## src/rtl/rns_ohc_pkg.sv

```systemverilog
// Shared constants and helpers for the RNS one-hot-code datapath.
// Imported by the OHC adders, the OHC-to-binary converter and its encoder.
package rns_ohc_pkg;

  localparam int RNS_M0 = 7;
  localparam int RNS_M1 = 11;
  localparam int RNS_M2 = 13;

  localparam int OHC_M_MIN = 2;
  localparam int OHC_M_MAX = 64;

  // binary width needed to hold a residue 0..m-1
  function automatic int ohc_w(input int m);
    return (m < 2) ? 1 : $clog2(m);
  endfunction

endpackage

```

## src/rtl/ohc_encode.sv

```systemverilog
// Combinational one-hot to binary encoder with invalid-code detection.
// Codes that are not exactly one-hot map to bin=0, err=1.
module ohc_encode
  import rns_ohc_pkg::*;
#(
  parameter int M = RNS_M1,
  localparam int W = ohc_w(M)
) (
  input  logic [M-1:0] ohc,
  output logic [W-1:0] bin,
  output logic         err
);

  logic [W-1:0] raw;
  logic         seen;
  logic         multi;

  // OR together the index of every set bit; exact for a true one-hot code
  always_comb begin
    raw = '0;
    for (int k = 0; k < M; k++) begin
      if (ohc[k]) raw = raw | W'(k);
    end
  end

  // popcount saturated at two: seen = one or more, multi = two or more
  always_comb begin
    seen  = 1'b0;
    multi = 1'b0;
    for (int k = 0; k < M; k++) begin
      multi = multi | (seen & ohc[k]);
      seen  = seen | ohc[k];
    end
  end

  assign err = !seen || multi;
  assign bin = err ? '0 : raw;

endmodule

```

## src/rtl/ohc_to_binary_pipe.sv

```systemverilog
// Two-stage pipelined OHC to binary converter with valid/ready flow control
// and a saturating count of delivered words that carried an invalid code.
module ohc_to_binary_pipe
  import rns_ohc_pkg::*;
#(
  parameter int M = RNS_M1,
  parameter int CNT_W = 8,
  localparam int W = ohc_w(M)
) (
  input  logic             clk,
  input  logic             rst_n,
  input  logic             in_valid,
  output logic             in_ready,
  input  logic [M-1:0]     in_ohc,
  output logic             out_valid,
  input  logic             out_ready,
  output logic [W-1:0]     out_bin,
  output logic             out_err,
  input  logic             err_clr,
  output logic [CNT_W-1:0] err_cnt
);

  localparam logic [CNT_W-1:0] CNT_MAX = '1;

  logic         s1_valid;
  logic [M-1:0] s1_ohc;
  logic         s1_en;

  logic         s2_valid;
  logic [W-1:0] s2_bin;
  logic         s2_err;
  logic         s2_en;

  logic [W-1:0] enc_bin;
  logic         enc_err;
  logic         fire;

  assign s2_en     = !s2_valid || out_ready;
  assign s1_en     = !s1_valid || s2_en;
  assign in_ready  = s1_en;

  assign out_valid = s2_valid;
  assign out_bin   = s2_bin;
  assign out_err   = s2_err;
  assign fire      = s2_valid && out_ready;

  ohc_encode #(
    .M(M)
  ) u_enc (
    .ohc(s1_ohc),
    .bin(enc_bin),
    .err(enc_err)
  );

  // stage 1: capture the raw code; data only moves with a valid word
  always_ff @(posedge clk or negedge rst_n) begin
    if (!rst_n) begin
      s1_valid <= 1'b0;
      s1_ohc   <= '0;
    end else if (s1_en) begin
      s1_valid <= in_valid;
      if (in_valid) s1_ohc <= in_ohc;
    end
  end

  // stage 2: capture the encoded result, held while downstream stalls
  always_ff @(posedge clk or negedge rst_n) begin
    if (!rst_n) begin
      s2_valid <= 1'b0;
      s2_bin   <= '0;
      s2_err   <= 1'b0;
    end else if (s2_en) begin
      s2_valid <= s1_valid;
      if (s1_valid) begin
        s2_bin <= enc_bin;
        s2_err <= enc_err;
      end
    end
  end

  // error counter: clear wins over a same-cycle increment, saturates at max
  always_ff @(posedge clk or negedge rst_n) begin
    if (!rst_n) begin
      err_cnt <= '0;
    end else if (err_clr) begin
      err_cnt <= '0;
    end else if (fire && s2_err && (err_cnt != CNT_MAX)) begin
      err_cnt <= err_cnt + 1'b1;
    end
  end

endmodule

```

## config.mk

```make
export PLATFORM = sky130hd
export DESIGN_NAME = ohc_to_binary_pipe
export DESIGN_NICKNAME = d
export VERILOG_FILES = /design/src/rtl/rns_ohc_pkg.sv /design/src/rtl/ohc_encode.sv /design/src/rtl/ohc_to_binary_pipe.sv
export SDC_FILE = /design/constraint.sdc
export NUM_CORES = 1
export LEC_CHECK = 0
export BUFFER_PORTS_ARGS = -buffer_cell sky130_fd_sc_hd__buf_2
export CAP_MARGIN = 20
export CORE_ASPECT_RATIO = 0.8
export CORE_MARGIN = 8
export CORE_UTILIZATION = 45
export CTS_CLUSTER_SIZE = 8
export DETAILED_ROUTE_END_ITERATION = 6
export PLACE_DENSITY = 0.72
export SETUP_SLACK_MARGIN = 0.2
export SYNTH_ARGS = -nofsm -noshare
export SYNTH_HDL_FRONTEND = slang
export SYNTH_SLANG_ARGS = --single-unit
```

## constraint.sdc

```tcl
create_clock -name clk -period 1.5 [get_ports clk]
set_clock_uncertainty 0.05 [all_clocks]
set_input_delay 0.075 -clock clk [delete_from_list [all_inputs] [get_ports clk]]
set_output_delay 0.075 -clock clk [all_outputs]
set_load 0.01 [all_outputs]
```

# Word-level counts from Yosys, hierarchy flattened
# Index checks and enable logic that the tools add are counted.
totals:
  reg_bits: 26
  latch_bits: 0
  mem_bits_rw: 0
  romBits: 0
  inputBits: 16
  out_inout_bits: 15
  elab_cells: 62
  n_memories: 0
classes:
  n_addsub: 1
  n_mul: 0
  div: 0
  order_cmp: 0
  eq_ne: 1
  shifts: 0
  mux: 13
  bitwise: 29
  n_reduce_logical: 12
ops:
  columns: ["cell", "count"]
  rows:
  - ["1-bit bitwise OR", 19]
  - ["4-bit two-way mux", 4]
  - ["8-bit two-way mux", 2]
  - ["3-bit two-way mux", 4]
  - ["1-bit AND", 10]
  - ["8-bit by 1-bit adder with 8-bit output (second input constant)", 1]
  - ["8-bit inequality test (second input constant)", 1]
  - ["2-bit two-way mux", 2]
  - ["2-bit AND reduction", 2]
  - ["1-bit logical AND", 3]
  - ["1-bit logical NOT", 3]
  - ["1-bit logical OR", 3]
  - ["2-bit nonzero test", 1]
  - ["1-bit two-way mux", 1]

# Logic depth before layout (Yosys ltp)
depth:
  word_depth: 13
  mapped_depth: 5
  mapped_depth_nobuf: 5

# Hierarchy
# From an unflattened synthesis, not the netlist that was laid out.
hier_totals:
  cells_unflattened: 113
  area_unflattened_um2: 1325.0
by_module_without_submodules:
  columns: ["module", "n_inst", "cells_each", "area_each_um2", "seq_area_each_um2"]
  rows:
  - ["ohc_to_binary_pipe", 1, 86, 1092.3, 650.6]
  - ["ohc_encode", 1, 27, 232.7, 0.0]

# Least setup slack after synthesis
# OpenSTA, ideal clock, no wires.
synth_path:
  kind: "reg2reg"
  from: "reg err_cnt[0]"
  to: "reg err_cnt[5]"
  setup_ps: 128
  arrival_time_ps: 1458
  required_time_ps: 1322
  path_slack_ps: -136
  stages_incl_launch_ff: 6
  n_path_buf: 0
  period_less_slack_ps: 1636
  path_cell_list: "dfrtp_1 > ha_1 > and3_1 > a2111oi_2 > xnor2_1 > nor2_1"
synth_via:
  elab_chain_cells: 3
  elab_cells_between_ends: 6
  classes_between: "1 x add/sub; 1 x eq/ne; 2 x mux; 2 x reduce/logical"
synth_lines:
  columns: ["item", "line_no", "rtl"]
  rows:
  - ["start, declared", "ohc_to_binary_pipe.sv:20", "output logic [CNT_W-1:0] err_cnt"]
  - ["start signal, assigned", "ohc_to_binary_pipe.sv:88", "err_cnt <= err_cnt + 1'b1;"]
  - ["8-bit by 1-bit adder with 8-bit output or 8-bit inequality test (tied branches)", "ohc_to_binary_pipe.sv:88, ohc_to_binary_pipe.sv:87", null]
  - ["8-bit two-way mux or 1-bit logical AND (tied branches)", "ohc_to_binary_pipe.sv:87", "end else if (fire && s2_err && (err_cnt != CNT_MAX)) begin"]
  - ["8-bit two-way mux or 2-bit nonzero test (tied branches)", null, null]
# Several ways; a longest one is shown, not always the timed one. The select of a mux whose other input is x is not followed.
# A chain may end at the register's enable or synchronous reset.

# Worst setup path in the final report
layout_path:
  from: "reg s1_ohc[2]"
  to: "reg s2_bin[0], in the netlist out_bin[0]"
layout_via:
  elab_chain_cells: 12
  elab_cells_between_ends: 30
  classes_between: "1 x mux; 27 x bitwise; 2 x reduce/logical"
layout_lines:
  columns: ["item", "line_no", "rtl"]
  rows:
  - ["start, declared", "ohc_to_binary_pipe.sv:26", "logic [M-1:0] s1_ohc;"]
  - ["start signal, assigned", "ohc_to_binary_pipe.sv:62", "if (in_valid) s1_ohc <= in_ohc;"]
  - ["1-bit AND or 1-bit bitwise OR (tied branches)", "ohc_encode.sv:31, ohc_encode.sv:32", null]
  - ["1-bit bitwise OR, or another cell as far along (8 in a row)", "ohc_encode.sv:31", "multi = multi | (seen & ohc[k]);"]
  - ["1-bit bitwise OR or 1-bit logical NOT (tied branches)", "ohc_encode.sv:31, ohc_encode.sv:36", null]
  - ["1-bit logical OR *", "ohc_encode.sv:36", "assign err = !seen || multi;"]
  - ["4-bit two-way mux *", "ohc_encode.sv:37", "assign bin = err ? '0 : raw;"]
  - ["end signal, assigned", "ohc_to_binary_pipe.sv:75", "s2_bin <= enc_bin;"]
  - ["end, declared", "ohc_to_binary_pipe.sv:30", "logic [W-1:0] s2_bin;"]
# Every way passes the cells marked *; elsewhere a longest branch is shown, timed or not.

==> flow_metrics.py <==
metrics = {
    "run_status": {
        "outcome": "finished with violations",
        "violations": "negative setup slack",
    },
    "min_path": {
        "min_from": "out_ready",
        "whs_endpoint": "out_valid$_DFFE_PN0P_",
        "min_path_cells": 3,
        "hold_path.class": "primary input to flop",
    },
    "synth": {
        "yosys.area.top_type": "dfrtp_1",
        "syn_area_per_cell_um2": 11.94,
        "async_flop_share_pct": 100.0,
        "synth-main-ff-cell": "dfrtp_1",
        "syn_area_um2": 1301,
        "syn_nets": 126,
        "synth_edf_count": 0,
        "synthMostInstantiatedCell": "dfrtp_1",
        "ys_warn_count": 0,
        "yosys-top-cells-count": "dfrtp_1 (26), nor2_1 (13), mux2_2 (11)",
        "ys_ff_latch": 26,
        "ys_seq_area_share_pct": 50.00,
        "synth_top_area_share_pct": 50.00,
        "postSynthCellCount": 109,
        "ys_top_cells_by_area": "dfrtp_1 (50%), mux2_2 (9.5%), xnor2_1 (4.0%)",
        "yosysUniqueCellTypes": 33,
    },
    "clock_network": {
        "cts.htree.levels": 1,
        "cts_tree": "built",
        "clkLatencyLatePin_ps": 330,
        "clk_pin_slew_ps": 140,
        "cts.sinks": 26,
        "clockBufferDepth": 2,
        "clockRootBuffer": "clkbuf_4",
        "cts_made_buffers": 3,
    },
    "route": {
        "drt-initial-drc-count": 54,
        "routed-via-count": 1195,
        "wl_met2_um": 1751,
        "ant_nets": 0,
        "top_layer_used": "met4",
        "drtPass1Iterations": 4,
        "dr_wl_met3_um": 256,
        "avgViaCountPerCell": 5.311,
        "wl_um": 3738,
        "post_drt_wl_per_cell_um": 16.61,
        "post-route-drc-count": 0,
        "wl_met1_um": 1689,
    },
    "timing": {
        "slew_violations": 0,
        "worst_pin_slew_ps": 572.3,
        "final.setup.worst_slack_ps": -96.00,
        "fmax_mhz": 626.6,
        "fin_crit_sh_pct": 106.4,
        "rsz0062_at_grt": "true",
        "setup_viol": 6,
        "period_minus_slack_ps": 1596,
        "final_hold_viol_count": 0,
        "slew_headroom_pct": 61.84,
        "fin_hold_ws_ps": 47.07,
    },
    "layout": {
        "fin_util_pct": 78.28,
        "drive_gt1_share_pct": 56.68,
        "area_growth_pct": 66.35,
        "antenna_cells": 0,
        "nets": 205,
    },
    "floorplan": {
        "die_y_um": 64.10,
        "ios": 31,
        "rows": 17,
        "die_w_um": 76.12,
        "core_region_area_um2": 2765,
        "start_util_pct": 47.06,
        "fp.dieArea_um2": 4879,
    },
    "power": {
        "power_mw": 1.711,
        "ir_worst_vdd_mv": 0.7659,
        "p_leak_nw": 0.9676,
        "powerDensity_nw_per_um2": 790.4,
    },
    "critical_path": {
        "required_ps": 1730,
        "timing.rr.start": "s1_ohc[2]$_DFFE_PN0P_",
        "worst_setup_path_start_kind": "flop",
        "path_cells": "o41a_1 -> a211oi_2 -> nand3b_4 -> a32o_1",
        "crit_type": "flop to flop",
        "crit_slowest_cell": "dfrtp_2",
        "reg2reg_slack_ps": -100,
        "rr_worst_depth": 4,
        "crit_start": "s1_ohc[2]$_DFFE_PN0P_",
        "arrival_ps": 1830,
        "endpoint_kind": "flop",
        "timing.critical_path.fanout_max": 5,
        "max_stage_delay_ps": 480,
        "path_buf_inv": 0,
        "path_delay_family": "compound AO/OA/AOI/OAI gates",
        "worstReg2RegEnd": "out_bin[0]$_DFFE_PN0P_",
    },
    "global_route": {
        "gr-usage-all-layers_pct": 16.07,
        "grt_pass1_wl_um": 6368,
        "grt_pass1_vias": 1304,
        "grt.overflow.total": 0,
        "antenna_found_initial": 0,
        "grt_max_degree": 27,
    },
    "placed_design": {
        "hpwl_um": 2409,
        "dp_slack_ps": -86.51,
        "place.gp.congestion": 0.8686,
        "io_buffers": 30,
    },
    "run": {
        "cap_violations": 0,
    },
}
## how the worst max path moves through the flow
stage | endpoint | slack, ps | depth (start not counted)
after floorplan | out_bin[3]$_DFFE_PN0P_ | -20 | 4
after global placement | out_bin[3]$_DFFE_PN0P_ | -50 | 4
after detailed placement | out_bin[3]$_DFFE_PN0P_ | -90 | 4
after CTS | out_bin[3]$_DFFE_PN0P_ | -70 | 4
after global routing | out_bin[0]$_DFFE_PN0P_ | -200 | 4
final | out_bin[0]$_DFFE_PN0P_ | -100 | 4
## cells in the final DEF, fill, tap and decap left out, drive strengths merged, types with 2 or more instances in the layout
cell,Yosys,routed
buf,2,62
dfrtp,26,26
dlygate4sd3,0,14
nor2,13,13
mux2,11,11
xnor2,6,6
nand2,6,6
a211oi,6,6
nand2b,4,4
a32o,4,4
clkbuf,0,4
a21oi,4,4
a2111oi,3,3
nor3,3,3
nand3,3,3
inv,2,2
nand3b,2,2
or4,2,2
## cell families (layout without fill, tap and decap cells)
| family | after synthesis | count (layout) | share of synthesized area (%) |
|---|---|---|---|
| multiplexers | 12 | 12 | 10.29 |
| XOR/XNOR | 6 | 6 | 4.038 |
| AO/OA/AOI/OAI | 21 | 21 | 16.35 |
| flip-flops | 26 | 26 | 50.00 |
| AND/OR/NAND/NOR | 39 | 39 | 17.12 |
| buffers and inverters | 4 | 82 | 1.250 |
| adder cells (fa/ha/maj) | 1 | 1 | 0.9614 |
## power by group
group | switching (mW) | internal (mW)
clock | 0.208 | 0.149
combinational | 0.210 | 0.307
sequential | 0.0783 | 0.758
total | 0.497 | 1.21
## worst register-to-register path, cell delays in order, from the launching register on
cell,delay (ps)
dfrtp_2,480
o41a_1,460
a211oi_2,210
nand3b_4,180
a32o_1,180
## registers in the layout (all words and copies together) (netlist names)
register	flops
out_err	1
s1_ohc	11
out_bin	4
s1_valid	1
err_cnt	8
out_valid	1
## routing by layer
| layer | up-vias | GRT usage (%) |
|---|---|---|
| li1 | 570 | - |
| met1 | 584 | 19.15 |
| met2 | 37 | 26.57 |
| met3 | 4 | 5.726 |
| met4 | 0 | 5.263 |
| met5 | - | 0 |
## cell type report
type                    count  area [um2]
fillers                   185       600.6
clock buffers               4       36.28
repair buffers             76       583.1
inverters                   2       7.507
well taps                  38       47.55
multi-input cells          79       834.6
flip-flops and latches     26       655.6
## what timing repair did
| action | CTS | global route |
|---|---|---|
| gates cloned | 1 | 0 |
| pin swaps | 13 | 7 |
| hold buffers | 14 | 0 |
| setup buffers | 9 | 0 |
| setup endpoints to repair | 21 | 25 |
| endpoints found under the hold margin | 46 | 0 |
| gates resized for setup | 14 | 7 |
## metrics by stage
| step | TNS, ps | instance area (um2) | instances |
|---|---|---|---|
| after floorplan | -49.25 | 1421 | 109 |
| after global placement | -182.8 | 1782 | 197 |
| after detailed placement | -367.8 | 1782 | 197 |
| after CTS | -282.7 | 2115 | 225 |
| after global routing | -1043 | 2165 | 225 |
| final | -444.0 | 2165 | 225 |
(Power assumes the default switching activity.)
